**config.mk**
```make
export PLATFORM = sky130hd
export DESIGN_NAME = uart_msg_arbiter
export DESIGN_NICKNAME = d
export VERILOG_FILES = /design/src/rtl/uart_dbg_pkg.sv /design/src/rtl/uart_rr_arbiter.sv /design/src/rtl/uart_msg_arbiter.sv
export SDC_FILE = /design/constraint.sdc
export NUM_CORES = 1
export LEC_CHECK = 0
export ABC_AREA = 1
export CELL_PAD_IN_SITES_DETAIL_PLACEMENT = 0
export CELL_PAD_IN_SITES_GLOBAL_PLACEMENT = 1
export CORE_UTILIZATION = 31
export CTS_BUF_LIST = sky130_fd_sc_hd__clkbuf_8
export DETAILED_ROUTE_END_ITERATION = 7
export GPL_TIMING_DRIVEN = 0
export HOLD_SLACK_MARGIN = 0.05
export PLACE_DENSITY = 0.83
export SLEW_MARGIN = 20
export SYNTH_ARGS = -nofsm -noshare
export SYNTH_HDL_FRONTEND = slang
export SYNTH_SLANG_ARGS = --single-unit
```
**constraint.sdc**
```tcl
create_clock -name clk -period 1.8 [get_ports clk]
set_clock_uncertainty 0.1 [all_clocks]
set_input_delay 0.27 -clock clk [delete_from_list [all_inputs] [get_ports clk]]
set_output_delay 0.27 -clock clk [all_outputs]
set_load 0.02 [all_outputs]
```
**src/rtl/uart_dbg_pkg.sv**
```systemverilog
// Shared constants and helpers for the UART debug message path.
// Frame format: "#<id>:<hhhh>\r\n", uppercase hex.
package uart_dbg_pkg;

   localparam logic [7:0] CH_HASH  = 8'h23;
   localparam logic [7:0] CH_COLON = 8'h3A;
   localparam logic [7:0] CH_CR    = 8'h0D;
   localparam logic [7:0] CH_LF    = 8'h0A;

   localparam int FRAME_LEN = 9;

   typedef enum logic {
      ST_IDLE,
      ST_SEND
   } arb_state_e;

   function automatic logic [7:0] hexchar(input logic [3:0] n);
      return (n < 4'd10) ? (8'h30 + {4'h0, n}) : (8'h37 + {4'h0, n});
   endfunction

endpackage

```
**src/rtl/uart_rr_arbiter.sv**
```systemverilog
// Combinational round-robin pick: first set req bit scanning upward from last+1,
// wrapping modulo NUM_REQ. The pointer register lives in the caller.
module uart_rr_arbiter
   import uart_dbg_pkg::*;
#(
   parameter int NUM_REQ = 4
) (
   input  logic [NUM_REQ-1:0] req,
   input  logic [2:0]         last,
   output logic [NUM_REQ-1:0] grant,
   output logic [2:0]         grant_idx,
   output logic               valid
);

   // Walk distances from farthest to nearest so the nearest hit wins.
   always_comb begin
      grant     = '0;
      grant_idx = '0;
      valid     = 1'b0;
      for (int k = NUM_REQ; k >= 1; k--) begin
         for (int i = 0; i < NUM_REQ; i++) begin
            if (req[i] && (i == ((int'(last) + k) % NUM_REQ))) begin
               grant     = '0;
               grant[i]  = 1'b1;
               grant_idx = 3'(i);
               valid     = 1'b1;
            end
         end
      end
   end

endmodule

```
**src/rtl/uart_msg_arbiter.sv**
```systemverilog
// Shares one uart_tx byte interface among NUM_REQ requesters, emitting
// "#<id>:<hhhh>\r\n" for each granted request.
//
//  state   | meaning
//  --------+---------------------------------------------------------
//  ST_IDLE | no frame in flight; arbitrate req, grant at next edge
//  ST_SEND | frame in flight; idx_q selects the byte on tx_data
module uart_msg_arbiter
   import uart_dbg_pkg::*;
#(
   parameter int NUM_REQ = 4
) (
   input  logic                   clk,
   input  logic                   rst_n,
   input  logic [NUM_REQ-1:0]     req,
   input  logic [16*NUM_REQ-1:0]  req_data,
   output logic [NUM_REQ-1:0]     ack,
   output logic [7:0]             tx_data,
   output logic                   tx_data_valid,
   input  logic                   tx_data_ready
);

   localparam logic [3:0] LAST_IDX = 4'(FRAME_LEN - 1);

   arb_state_e         state_q, state_d;
   logic [3:0]         idx_q, idx_d;
   logic [2:0]         last_q, last_d;
   logic [15:0]        val_q, val_d;
   logic [7:0]         tx_data_d;
   logic               valid_d;
   logic [NUM_REQ-1:0] ack_d;

   logic [NUM_REQ-1:0] grant;
   logic [2:0]         grant_idx;
   logic               grant_valid;
   logic [15:0]        cap_val;

   uart_rr_arbiter #(.NUM_REQ(NUM_REQ)) u_arb (
      .req       (req),
      .last      (last_q),
      .grant     (grant),
      .grant_idx (grant_idx),
      .valid     (grant_valid)
   );

   always_comb begin
      cap_val = '0;
      for (int i = 0; i < NUM_REQ; i++) begin
         if (grant_idx == 3'(i)) cap_val = req_data[16*i +: 16];
      end
   end

   // last_q doubles as the id of the frame in flight.
   function automatic logic [7:0] frame_byte(input logic [3:0] i,
                                             input logic [2:0] id,
                                             input logic [15:0] v);
      case (i)
         4'd0:    return CH_HASH;
         4'd1:    return hexchar({1'b0, id});
         4'd2:    return CH_COLON;
         4'd3:    return hexchar(v[15:12]);
         4'd4:    return hexchar(v[11:8]);
         4'd5:    return hexchar(v[7:4]);
         4'd6:    return hexchar(v[3:0]);
         4'd7:    return CH_CR;
         default: return CH_LF;
      endcase
   endfunction

   always_comb begin
      state_d   = state_q;
      idx_d     = idx_q;
      last_d    = last_q;
      val_d     = val_q;
      tx_data_d = tx_data;
      valid_d   = tx_data_valid;
      ack_d     = '0;
      case (state_q)
         ST_IDLE: begin
            if (grant_valid) begin
               state_d   = ST_SEND;
               ack_d     = grant;
               last_d    = grant_idx;
               val_d     = cap_val;
               idx_d     = 4'd0;
               tx_data_d = CH_HASH;
               valid_d   = 1'b1;
            end
         end
         ST_SEND: begin
            if (tx_data_valid && tx_data_ready) begin
               if (idx_q == LAST_IDX) begin
                  valid_d = 1'b0;
                  state_d = ST_IDLE;
               end else begin
                  idx_d     = idx_q + 4'd1;
                  tx_data_d = frame_byte(idx_q + 4'd1, last_q, val_q);
               end
            end
         end
         default: state_d = ST_IDLE;
      endcase
   end

   always_ff @(posedge clk) begin
      if (!rst_n) begin
         state_q       <= ST_IDLE;
         idx_q         <= '0;
         last_q        <= 3'(NUM_REQ - 1);
         val_q         <= '0;
         tx_data       <= '0;
         tx_data_valid <= 1'b0;
         ack           <= '0;
      end else begin
         state_q       <= state_d;
         idx_q         <= idx_d;
         last_q        <= last_d;
         val_q         <= val_d;
         tx_data       <= tx_data_d;
         tx_data_valid <= valid_d;
         ack           <= ack_d;
      end
   end

endmodule
```
Yosys cells after proc, flatten, opt, wreduce, memory -nomap -nowiden
Index checks and enable logic that the tools add are counted.
- add/subtract/negate cells: 15
- order comparisons: 5
- eq/ne operators: 27
- muxes and demuxes: 73
- bitwise logic cells: 7
- reductions and logical operators: 34
- operator list (kind ; number):
    zero test 32 bit ; 4
    2-to-1 mux 16 bit ; 4
    2-to-1 mux 4 bit ; 16
    adder 6 x 4 -> 7 bit, first input constant ; 8
    case mux 7 bit (8 select lines) ; 1
    2-to-1 mux 7 bit ; 5
    2-to-1 mux 2 bit ; 15
    == test 3 bit, first input constant ; 8
    2-to-1 mux 1 bit ; 24
    2-to-1 mux 8 bit ; 3
    logical AND 1 bit ; 17
    == test 4 x 3 -> 1 bit, second input constant ; 4
    less-than comparator 4 bit, second input constant ; 4
    case mux 8 bit (2 select lines) ; 1
    adder 6 x 2 -> 7 bit, first input constant ; 2
    == test 2 x 3 -> 1 bit, first input constant ; 4
    == test 4 x 2 -> 1 bit, second input constant ; 2
    case mux 4 bit (2 select lines) ; 1
    OR reduction 2 bit ; 4
    AND reduction 3 bit ; 2
    OR reduction 6 bit ; 1
    OR reduction 5 bit ; 1
    adder 2 x 1 -> 2 bit, second input constant ; 2
    adder 2 bit, second input constant ; 2
    other kinds (17) ; 26
- bits in registers: 36
- output and inout port bits: 13
- word-level logic and storage cells: 171

Logic depth before layout (Yosys ltp)
- depth after elaboration: 25
- gate-level depth with buffers: 19

By module
From an unflattened synthesis, not the netlist that was laid out.
- cells, all modules: 456
- area total of the unflattened synthesis: 2874.0 µm²
- modules (own cells, without submodules) (module ; times used ; cells an instance ; area an instance (µm²) ; sequential area each (µm²)):
    uart_msg_arbiter ; 1 ; 382 ; 2542.4 ; 720.7
    uart_rr_arbiter ; 1 ; 74 ; 331.6 ; 0.0

Least setup slack after synthesis
Ideal clock, no wire load.
- kind: register -> register
- start point: register last_q[0]
- end point: register val_q[14]
- library setup time: 0.113 ns
- arrival: 1.671 ns
- required time: 1.587 ns
- setup slack: -0.084 ns
- cell stages (with the launch flop): 19
- clock period less this slack: 1.884 ns
- cells stage by stage: dfxtp_1 > buf_6 > nor2_2 > nand2_2 > inv_2 > nor2_2 > nand2_1 > nand2_1 > nand2_1 > nand2_1 > nand2_2 > nand2_4 > nand2_8 > nand2_8 > buf_12 > nand3_2 > nand3_1 > o21ai_1 > inv_1
- word-level cells in the longest chain between the ends: 25
- RTL lines (item ; line ; text):
    start, declared ; uart_msg_arbiter.sv:27 ; logic [2:0] last_q, last_d;
    start signal, assigned ; uart_msg_arbiter.sv:109 ; last_q <= 3'(NUM_REQ - 1);
    start signal, assigned ; uart_msg_arbiter.sv:117 ; last_q <= last_d;
    adder 2 x 1 -> 2 bit ; uart_rr_arbiter.sv:22 ; if (req[i] && (i == ((int'(last) + k) % NUM_REQ))) begin
    OR reduction 2 bit (no source line) ; - ;
    AND 1 bit (no source line) ; - ;
    == test 2 x 3 -> 1 bit ; uart_rr_arbiter.sv:22 ;
    logical AND 1 bit ; uart_rr_arbiter.sv:22 ;
    2-to-1 mux 1 bit ; uart_rr_arbiter.sv:22 ;
    2-to-1 mux 2 bit (14 in a row) ; uart_rr_arbiter.sv:22 ;
    zero test 3 bit ; uart_msg_arbiter.sv:49 ; if (grant_idx == 3'(i)) cap_val = req_data[16*i +: 16];
    2-to-1 mux 16 bit (4 in a row) ; uart_msg_arbiter.sv:49 ;
    end signal, assigned ; uart_msg_arbiter.sv:118 ; val_q <= val_d;
    end, declared ; uart_msg_arbiter.sv:28 ; logic [15:0] val_q, val_d;
Parallel ways exist; a longest one is shown, timed or not.
A chain may end at the register's enable or synchronous reset.

Worst setup path in the final report
- start point: register last_q[1]
- end point: register val_q[5]
Same word-level chain as after synthesis.

==> flow_metrics.py <==
metrics = {
    "outcome": {
        "status": "finished, violations left",
        "violations": "setup timing",
    },
    "yosys": {
        "async_reset_ff_frac": 0,
        "netlist_area_sq_um": 3090,
        "synth_edf_count": 0,
        "postSynthCellCount": 466,
        "synth_fp_nets": 546,
        "synth_flop_cell": "dfxtp_1",
        "yosysTopAreaCellShare": 0.227,
        "synth.ff_latch_count": 35,
        "synth.area.top_cells": "dfxtp_1 23%, nand2_1 12%, nand3_2 8.4%, inv_1 7.4%, nand3_1 5.8%",
        "synth-warning-count": 0,
        "syn_avg_cell_area_sq_um": 6.64,
        "ys_types": 48,
        "yosysSeqAreaShare": 0.227,
        "synth_top_area_cell": "dfxtp_1",
    },
    "sta": {
        "maxSlewHeadroom": 0.532,
        "rsz0062_at_grt": "true",
        "period_share": 1.16,
        "fin_tns_setup_ps": -8070,
        "max_freq_ghz": 0.480,
        "finalHoldViolations": 0,
        "tightest_slew_ps": 702,
        "fin_ws_ps": -282,
        "finalCriticalPeriod_ps": 2080,
        "finalSetupViolations": 35,
        "finalMaxSlewViolations": 0,
    },
    "routing": {
        "drtIter0Drc": 117,
        "wl_per_cell_um": 13.6,
        "dr.pass1.iters": 4,
        "drc_errors": 0,
        "routed_wl_mm": 9.64,
        "num_vias": 3451,
        "via_per_inst": 4.86,
        "final_antenna_net_count": 0,
    },
    "global_routing": {
        "grt.total_usage": 0.192,
        "grt_max_degree": 13,
        "grt_first_pass_wirelength_mm": 15.7,
        "antenna_found_initial": 0,
        "grt_pass1_vias": 3317,
        "overflow": 0,
    },
    "floorplanning": {
        "fp-row-count": 36,
        "start_util": 0.318,
        "pin_count": 84,
        "die-area_sq_um": 10400,
        "core_sq_um": 9730,
        "die_h_um": 102,
        "die_w_um": 102,
    },
    "setup_path": {
        "crit_path_top_delay_cell": "dfxtp_4",
        "rrSetupSlack_ps": -280,
        "worst-setup-path-type": "flop to flop",
        "cp-end-kind": "flop",
        "r2r_start": "last_q[1]$_SDFFE_PN1P_",
        "required_ps": 1860,
        "cp_data_arrival_time_ps": 2150,
        "reg2regPathDepth": 18,
        "startpoint_type": "flop",
        "crit_path_cell_trace": "buf_12 -> inv_8 -> nand3_4 -> nor2_4 -> nor2_4 -> nand2_1 -> nand2_1 -> nand2_1 -> nand2_1 -> nand2_2 -> nand2_8 -> nand2_8 -> nand2_8 -> buf_12 -> nand3_2 -> nand3_2 -> nand2_2 -> a21oi_2",
        "max_stage_delay_ps": 380,
        "path_common_cell": "nand2_1",
        "crit_fanout": 10,
        "reg2reg_to": "val_q[5]$_SDFFE_PN0P_",
    },
    "finish": {
        "final_cell_mix": "94 x nand2_1, 77 x clkdlybuf4s50_1, 58 x inv_1",
        "drive_above_1_share": 0.269,
        "num-fill-cells": 998,
        "final_common_cell": "nand2_1",
        "fin_util": 0.491,
        "num_antenna_cells": 0,
        "area_growth_pct": 54.5,
        "fin_nets": 656,
        "multi_input_area_sq_um": 2240,
        "regArea_sq_um": 708,
    },
    "worst_hold_path": {
        "min_path_type": "flop to flop",
        "timing.hold.worst.start": "tx_data[6]$_SDFFE_PN0P_",
        "min_to": "tx_data[6]$_SDFFE_PN0P_",
        "hold_depth": 2,
    },
    "power_and_ir_drop": {
        "p_per_area_nw_per_um2": 1750,
        "total_power_mw": 8.37,
        "ir_drop_uv": 1160,
        "p_leak_nw": 2.09,
    },
    "clocking": {
        "clock-sinks": 35,
        "htreeDepth": 2,
        "clockBufferDepth": 2,
        "cts_root_buf": "clkbuf_8",
        "cts_tree": "built",
        "clk_latency_ps": 300,
        "path_clk_slew_ps": 80,
        "cts_buffers": 5,
    },
    "run": {
        "cap_violations": 0,
    },
    "placed_design": {
        "gp_congestion": 0.881,
        "portBuffers": 82,
        "dp_hpwl_mm": 7.41,
    },
}
## power breakdown
group / switching [mW] / internal, mW / leakage, nW
logic: 3.54 / 2.68 / 1.73
clock network: 0.321 / 0.553 / 0.0644
registers: 0.214 / 1.06 / 0.289
total: 4.07 / 4.29 / 2.09
## worst max-delay path: cells and delay by family, from the launching register on
family / cells / cell delay, ps
DFF: 1 / 380
AOI/OAI and AO/OA: 1 / 40
and+or+nand+nor: 14 / 1040
buffers and inverters: 3 / 360
## cells in the mapped netlist, drive strengths merged, types with 3 or more instances
cell	count
a21oi	33
a31oi	5
buf	13
dfxtp	35
ha	9
inv	70
nand2	114
nand3	63
nand4	14
nor2	44
nor3	8
o211ai	3
o21ai	31
## how the worst max path moves through the flow
stage | from | end | slack, ps | cells after the start
after floorplan | last_q[1]$_SDFFE_PN1P_ | val_q[3]$_SDFFE_PN0P_ | -70 | 18
after global placement | req[1] | val_q[8]$_SDFFE_PN0P_ | -950 | 10
after detailed placement | req[1] | val_q[9]$_SDFFE_PN0P_ | -930 | 10
after CTS | last_q[1]$_SDFFE_PN1P_ | val_q[9]$_SDFFE_PN0P_ | -270 | 18
after global routing | last_q[0]$_SDFFE_PN1P_ | tx_data[3]$_SDFFE_PN0P_ | -410 | 13
final | last_q[1]$_SDFFE_PN1P_ | val_q[5]$_SDFFE_PN0P_ | -280 | 18
## layer usage
metal,part of all wire,up-vias,track usage
met5,0,-,0
met4,0.0088,0,0.0330
met3,0.052,12,0.0328
met2,0.48,103,0.340
met1,0.46,1577,0.247
li1,-,1759,-
## registers in the layout, summed over array words and instances, names as in the netlist
| name | flops |
|---|---|
| state_q | 1 |
| last_q | 2 |
| val_q | 16 |
| tx_data_valid | 1 |
| tx_data | 7 |
| idx_q | 4 |
| ack | 4 |
## through the flow
step	instance area, sq um	hold slack [ps]	std cells	worst slack, ps
floorplan	3130	308	466	-71.2
detailed placement	4120	352	681	-930
CTS	4660	363	707	-268
global placement	4120	336	681	-953
finish	4780	361	710	-282
global route	4780	388	710	-409
## area by class of cell
cell class,count,share of cell area
clock inverter,3,0.0141
sequential,35,0.148
buffer,15,0.0411
multi-input combinational,344,0.469
tap,133,0.0348
timing repair buffer,102,0.212
inverter,73,0.0668
clock buffer,5,0.0144
## logic make-up after synthesis
kind of cell             after synthesis  synth area share
AND/OR/NAND/NOR                      249             0.428
buffers and inverters                 88             0.148
AO/OA/AOI/OAI                         81             0.151
flip-flops                            35             0.227
adder cells (fa/ha/maj)                9            0.0364
XOR/XNOR                               3           0.00850
other                                  1           0.00121
## what timing repair did
| action | CTS | global route |
|---|---|---|
| endpoints found under the setup margin | 35 | 35 |
| gates resized for setup | 73 | 19 |
| setup buffers | 14 | 2 |
| pin swaps | 12 | 7 |
| hold buffers | 0 | 0 |
| cloned | 4 | 1 |
Power figures use the tool's default switching activity.
